**src/rtl/dmem_arbiter.sv**
```systemverilog
// Two-port arbiter in front of a single-ported data memory, with per-port lock ownership.
// Optional: define DMEM_ARB_RR_EN for round-robin arbitration (default: fixed priority to port 0).
module dmem_arbiter #(
   parameter int ADDR_W   = 10,
   parameter int LOCK_MAX = 8
) (
   input  logic              clk,
   input  logic              rst_n,
   input  logic              i_req0,
   input  logic              i_req1,
   input  logic              i_we0,
   input  logic              i_we1,
   input  logic [ADDR_W-1:0] i_addr0,
   input  logic [ADDR_W-1:0] i_addr1,
   input  logic [31:0]       i_wdata0,
   input  logic [31:0]       i_wdata1,
   input  logic              i_lock0,
   input  logic              i_lock1,
   output logic              o_gnt0,
   output logic              o_gnt1,
   output logic              o_rvalid0,
   output logic              o_rvalid1,
   output logic [31:0]       o_rdata0,
   output logic [31:0]       o_rdata1,
   output logic              o_mem_wen,
   output logic [ADDR_W-1:0] o_mem_addr,
   output logic [31:0]       o_mem_wdata,
   input  logic [31:0]       i_mem_rdata
);

   typedef enum logic [1:0] {IDLE = 2'd0, OWN0 = 2'd1, OWN1 = 2'd2} state_t;

   localparam logic [7:0] LOCK_LIM = 8'(LOCK_MAX);

   state_t      r_state, w_state_next;
   logic [7:0]  r_cnt, w_cnt_next, w_cnt_inc;
   logic        r_ptr, w_ptr_next;
   logic        w_gnt0, w_gnt1, w_forced;
   logic        w_act0, w_act1;
   logic        r_rvalid0, r_rvalid1;
   logic [31:0] r_rdata0, r_rdata1;

   assign w_cnt_inc = r_cnt + 8'd1;

   always_comb begin
      w_gnt0       = 1'b0;
      w_gnt1       = 1'b0;
      w_state_next = r_state;
      w_cnt_next   = r_cnt;
      w_forced     = 1'b0;
      case (r_state)
         IDLE: begin
            // r_ptr set means port 1 wins a contended cycle
            w_gnt0 = i_req0 & (~i_req1 | ~r_ptr);
            w_gnt1 = i_req1 & ~w_gnt0;
            if (w_gnt0 && i_lock0) begin
               w_state_next = OWN0;
               w_cnt_next   = 8'd1;
            end else if (w_gnt1 && i_lock1) begin
               w_state_next = OWN1;
               w_cnt_next   = 8'd1;
            end
         end
         OWN0: begin
            w_gnt0     = i_req0;
            w_cnt_next = w_cnt_inc;
            if (!i_lock0) begin
               w_state_next = IDLE;
               w_cnt_next   = 8'd0;
            end else if (w_cnt_inc == LOCK_LIM) begin
               w_state_next = IDLE;
               w_cnt_next   = 8'd0;
               w_forced     = 1'b1;
            end
         end
         OWN1: begin
            w_gnt1     = i_req1;
            w_cnt_next = w_cnt_inc;
            if (!i_lock1) begin
               w_state_next = IDLE;
               w_cnt_next   = 8'd0;
            end else if (w_cnt_inc == LOCK_LIM) begin
               w_state_next = IDLE;
               w_cnt_next   = 8'd0;
               w_forced     = 1'b1;
            end
         end
         default: begin
            w_state_next = IDLE;
            w_cnt_next   = 8'd0;
         end
      endcase
   end

   // A forced lock release hands the next contended arbitration to the other port.
   always_comb begin
`ifdef DMEM_ARB_RR_EN
      w_ptr_next = r_ptr;
      if (w_forced)
         w_ptr_next = (r_state == OWN0);
      else if (w_gnt0)
         w_ptr_next = 1'b1;
      else if (w_gnt1)
         w_ptr_next = 1'b0;
`else
      w_ptr_next = w_forced & (r_state == OWN0);
`endif
   end

   assign w_act0      = w_gnt0 & rst_n;
   assign w_act1      = w_gnt1 & rst_n;
   assign o_gnt0      = w_act0;
   assign o_gnt1      = w_act1;
   assign o_mem_wen   = (w_act0 & i_we0) | (w_act1 & i_we1);
   assign o_mem_addr  = w_act0 ? i_addr0  : (w_act1 ? i_addr1  : '0);
   assign o_mem_wdata = w_act0 ? i_wdata0 : (w_act1 ? i_wdata1 : 32'd0);
   assign o_rvalid0   = r_rvalid0;
   assign o_rvalid1   = r_rvalid1;
   assign o_rdata0    = r_rdata0;
   assign o_rdata1    = r_rdata1;

   always_ff @(posedge clk or negedge rst_n) begin
      if (!rst_n) begin
         r_state   <= IDLE;
         r_cnt     <= 8'd0;
         r_ptr     <= 1'b0;
         r_rvalid0 <= 1'b0;
         r_rvalid1 <= 1'b0;
         r_rdata0  <= 32'd0;
         r_rdata1  <= 32'd0;
      end else begin
         r_state   <= w_state_next;
         r_cnt     <= w_cnt_next;
         r_ptr     <= w_ptr_next;
         r_rvalid0 <= w_gnt0 & ~i_we0;
         r_rvalid1 <= w_gnt1 & ~i_we1;
         if (w_gnt0 && !i_we0)
            r_rdata0 <= i_mem_rdata;
         if (w_gnt1 && !i_we1)
            r_rdata1 <= i_mem_rdata;
      end
   end

endmodule

```
**config.mk**
```make
export PLATFORM = sky130hd
export DESIGN_NAME = dmem_arbiter
export DESIGN_NICKNAME = d
export VERILOG_FILES = /design/src/rtl/dmem_arbiter.sv
export SDC_FILE = /design/constraint.sdc
export NUM_CORES = 1
export LEC_CHECK = 0
export ABC_AREA = 1
export BUFFER_PORTS_ARGS = -buffer_cell sky130_fd_sc_hd__buf_4
export CAP_MARGIN = 15
export CORE_MARGIN = 1.5
export CORE_UTILIZATION = 41
export CTS_BUF_LIST = sky130_fd_sc_hd__clkbuf_2 sky130_fd_sc_hd__clkbuf_4 sky130_fd_sc_hd__clkbuf_8
export DETAILED_ROUTE_END_ITERATION = 12
export HOLD_SLACK_MARGIN = 0.05
export PLACE_DENSITY_LB_ADDON = 0.25
export SLEW_MARGIN = 20
export SYNTH_ARGS = -nofsm -noshare
export SYNTH_HDL_FRONTEND = slang
export SYNTH_SLANG_ARGS = --single-unit
```
**constraint.sdc**
```tcl
create_clock -name clk -period 1.7 [get_ports clk]
set_input_delay 0.34 -clock clk [delete_from_list [all_inputs] [get_ports clk]]
set_output_delay 0.34 -clock clk [all_outputs]
set_load 0.02 [all_outputs]
```
== Word level (Yosys, flattened, before mapping) ==
Cells that the tools add are included.

* Mux-type cells: 22
* Bitwise logic cells: 16
* $add $sub $neg: 1
* Reductions and logical operators: 7
* Equal/unequal tests: 4

{| class="wikitable"
|+ Operator list
! operator !! number
|-
| 32-bit 2-to-1 mux || 2
|-
| 8-bit 2-to-1 mux || 5
|-
| 8-bit case mux with 3 select lines || 1
|-
| 10-bit 2-to-1 mux || 2
|-
| 2-bit 2-to-1 mux || 5
|-
| 1-bit AND || 9
|-
| 8-bit by 1-bit adder with 8-bit output (second input constant) || 1
|-
| 8-bit by 4-bit equality test with 1-bit output (second input constant) || 1
|-
| 1-bit case mux with 2 select lines || 3
|-
| 2-bit case mux with 3 select lines || 1
|-
| 1-bit inverter || 5
|-
| 1-bit logical AND || 4
|-
| 1-bit 2-to-1 mux || 3
|-
| 3-bit inequality test (second input constant) || 1
|-
| 2-bit by 1-bit equality test with 1-bit output (second input constant) || 1
|-
| 2-bit equality test (second input constant) || 1
|-
| 1-bit zero test || 2
|-
| 2-bit zero test || 1
|-
| 1-bit bitwise OR || 2
|}

* Output and inout bits: 111
* Bits in registers: 77
* Logic and storage cells: 57
* Input port bits: 124

== Depth between registers and ports, before layout ==
* Word-level depth: 9
* Gate-level depth with buffers: 11
* Depth with buffers taken out: 11

== Worst setup path after synthesis ==
No wires, ideal clock.

* Kind: reg-to-output
* Start point: reg r_state[0]
* End point: out o_mem_addr[0]
* Slack: -305 ps
* Path buffers: 1
* Required time: 1360 ps
* Stages on the path, launching flop included: 9
* Data arrival time: 1665 ps
* Path through: dfrtp_1 > inv_1 > ha_1 > inv_1 > o22ai_2 > inv_2 > buf_2 > nand2_1 > o21ai_0

* Cells in the longest elaborated chain, start to end: 5
* Elaborated cells on any way between the ends: 9
* Those cells by class: 2 x eq/ne; 4 x mux; 2 x bitwise; 1 x reduce/logical

{| class="wikitable"
|+ RTL lines
! what !! line !! RTL
|-
| start, declared || 35 || <nowiki>state_t r_state, w_state_next;</nowiki>
|-
| start signal, assigned || 132 || <nowiki>r_state <= w_state_next;</nowiki>
|-
| 2-bit equality test / 2-bit zero test (equally long branches) || 51 || <nowiki>case (r_state)</nowiki>
|-
| 1-bit case mux with 2 select lines || 51 ||
|-
| 1-bit AND || 111 || <nowiki>assign w_act1 = w_gnt1 & rst_n;</nowiki>
|-
| 10-bit 2-to-1 mux || 115 || <nowiki>assign o_mem_addr = w_act0 ? i_addr0 : (w_act1 ? i_addr1 : '0);</nowiki>
|-
| 10-bit 2-to-1 mux * || 115 ||
|-
| end, declared || 26 || <nowiki>output logic [ADDR_W-1:0] o_mem_addr,</nowiki>
|}

Mark *: on every way between the ends. The rest lies on a longest branch, timed or not.

== Final worst setup path ==
* Start point: reg r_state[1]
* End point: out o_mem_addr[7]

Same word-level chain as after synthesis.

==> run summary <==
Yosys top cell area share: 0.478
Worst setup margin: -611 ps
DRC: 0
Final Hold Vio Count: 0
Initial antenna violation count: 0
Area Overhead vs Synth: 86.1%
Die Area: 10400 um^2
Sequential Area: 1930 um^2
Min-delay worst type: in -> reg
Die height: 102 um
Failing checks: setup timing
Synth warnings: 0
Global-route wire length before repair: 19.9 mm
R2R Path Start: r_state[1]$_DFFE_PN0P_
NumNets Final: 899
CTS buffer count: 9
Sequential fraction of the synthesis area: 0.478
Total number of vias: 4566
Endpoint required time on the critical path: 1360 ps
Worst Path Max Fanout: 8
Maximum vdd ir drop: 1.13 mV
Seq pwr share: 0.267
Initial cell density of the core: 0.430
Type of origin of the critical path: flop
Top-count cell post-synth: nand2_1
Worst Tran Pin Value: 942 ps
Worst EP arrival: 1970 ps
Clk pwr share: 0.139
1st-iter DRT viols: 177
RSZ-0062 raised after global routing: true
Hold WS: 183 ps
GRT Overall Usage: 0.243
Max Cap Viol: 0
Synth Area per Inst: 7.92 um^2
# hold bufs at CTS: 0
Vias in the first global route: 4391
Clock Tree Buf Depth: 2
Gate Count Post-Synth: 509
RePlAce Congestion: 0.842
Sw frac: 0.439
N_diodes: 0
Worst Path Class, Setup: reg -> out
Clk sink count: 77
Core box area: 9370 um^2
Hold Startpoint: i_we0
1st-pass router iterations: 4
Crit share post-route: 1.36
I/O Buffers: 234
Largest net degree at the start of global routing: 78
Final Non-Filler Cells: 903
Clock skew: 14.2 ps
Setup-failing EPs final: 106
Maximum level of the CTS H-tree: 3
Tmin final: 2310 ps
Slew Limit Fails: 0
Async SR Flop Fraction: 1.00
R2r worst-path depth: 11
Layout fillers: 600
Net Switching: 5.05 mW
Die Width: 102 um
FF-to-FF setup slack: -90 ps
Final ANT Viol Nets: 0
Hold path endpoint: o_rvalid0$_DFF_PN0_
Root buffer cell: clkbuf_8
LEAKAGE: 3.93 nW
Worst slack at placement: -200 ps
Hold Crit Depth: 2
Multi-input gate area: 2400 um^2
Post-DP HPWL: 9.61 mm
Fmax: 0.433 GHz
Worst-Skew Late Latency: 360 ps
Placed Cells: 866
Number of synthesized flops with an enable pin: 0
Power, Total: 11.5 mW
Synth area leader: dfrtp_1
Comb pwr share: 0.593
Synth Register Bits: 77
Ys flop type: dfrtp_1
Layout cell share with drive strength beyond 1: 0.547
R2R Path End: o_rdata0[28]$_DFFE_PN0P_
Routed vias/inst: 5.06
Synth top area cells: dfrtp_1, nand2_1, o21ai_1
Reg clk slew, reported paths: 90 ps
Post-synth top cells: nand2_1, o21ai_1, dfrtp_1, inv_1, o21ai_2
Post-Syn Nets: 639
Mapped Area: 4030 um^2
Pwr/cell area: 1530 nW/um^2
Drt wl/cell: 17.6 um
CTS tree: yes
FP Rows: 35
Synth unique cells: 24
Setup crit end kind: output pin
Top Ports: 235
WL final: 15.9 mm
Status: finished, violations left
P_int: 6.46 mW
Slew HR: 0.372
Total global routing overflow: 0
-- worst max path at each step --
stage | startpoint | end | slack [ps] | cells after the start
floorplan | r_state[0]$_DFFE_PN0P_ | o_mem_addr[2] | -80 | 7
global placement | r_state[0]$_DFFE_PN0P_ | o_mem_wdata[31] | -150 | 8
detailed placement | r_state[0]$_DFFE_PN0P_ | o_mem_wdata[16] | -200 | 8
CTS | r_state[1]$_DFFE_PN0P_ | o_mem_wdata[18] | -560 | 10
global route | r_state[1]$_DFFE_PN0P_ | o_mem_addr[7] | -700 | 10
finish | r_state[1]$_DFFE_PN0P_ | o_mem_addr[7] | -610 | 10
-- stage by stage --
| step | cell area, um^2 | setup TNS, ps | utilization |
|---|---|---|---|
| after floorplan | 4500 | -2950 | - |
| after global placement | 6430 | -5910 | 0.686 |
| after detailed placement | 6430 | -8780 | 0.686 |
| after CTS | 6850 | -29610 | 0.731 |
| after global routing | 7500 | -35710 | 0.800 |
| final | 7500 | -25730 | 0.800 |
-- sequential cells by signal (all words and copies together) (netlist names) --
register and cells:
r_ptr 1, o_rvalid1 1, r_state 2, r_cnt 8, o_rdata1 32, o_rvalid0 1, o_rdata0 32
-- layout make-up --
class                   count  share of cell area
multi-input cells         347               0.321
clock buffers               9              0.0165
flip-flops and latches     77               0.257
inverters                  59              0.0309
clock inverters             7              0.0140
repair buffers            275               0.339
well taps                 129              0.0215
-- power by group through the flow --
stage	sequential (mW)	clock, mW	combinational [mW]
after global placement	3.04	0	5.66
after global routing	3.16	1.70	7.24
after detailed placement	3.08	0	5.80
after CTS	3.06	1.61	6.06
final	3.07	1.60	6.83
after floorplan	3.94	0	2.54
-- cell usage in the layout (no fill, tap or decap), types with 10 or more instances in the layout --
master	count
buf_4	208
nand2_1	149
dfrtp_1	77
inv_1	50
buf_6	46
o21ai_4	39
o21ai_1	39
o21ai_2	31
nand2_4	22
nand2_2	20
nand3_1	11
nor2_1	10
-- cells by family (layout without fill, tap and decap cells) --
family,after synthesis,count (layout),synth area share
AND/OR/NAND/NOR,221,221,0.217
AO/OA/AOI/OAI,120,120,0.176
buffers and inverters,85,350,0.110
flip-flops,77,77,0.478
adder cells (fa/ha/maj),6,6,0.0186
-- routing by layer --
layer  routed length [um]  GRT usage  up-vias
li1                     -          -     2135
met1                 5800      0.267     2167
met2                 8200      0.434      214
met3                 1200     0.0848       50
met4                  657     0.0854        0
met5                    0          0        -
-- critical path, cell delays in order (launching register included) --
cell,delay (ps)
dfrtp_1,390
inv_2,110
ha_4,150
inv_2,50
o22ai_4,190
nand2_2,120
inv_8,130
buf_6,150
nand2_1,110
o21ai_4,90
buf_6,140
-- repair_timing --
item / 4_1_cts / 5_1_grt
setup buffers: 3 / 3
endpoints found under the setup margin: 95 / 114
pin swaps: 3 / 5
gates cloned: 1 / 14
resized for setup: 39 / 97
(Power assumes the default switching activity.)
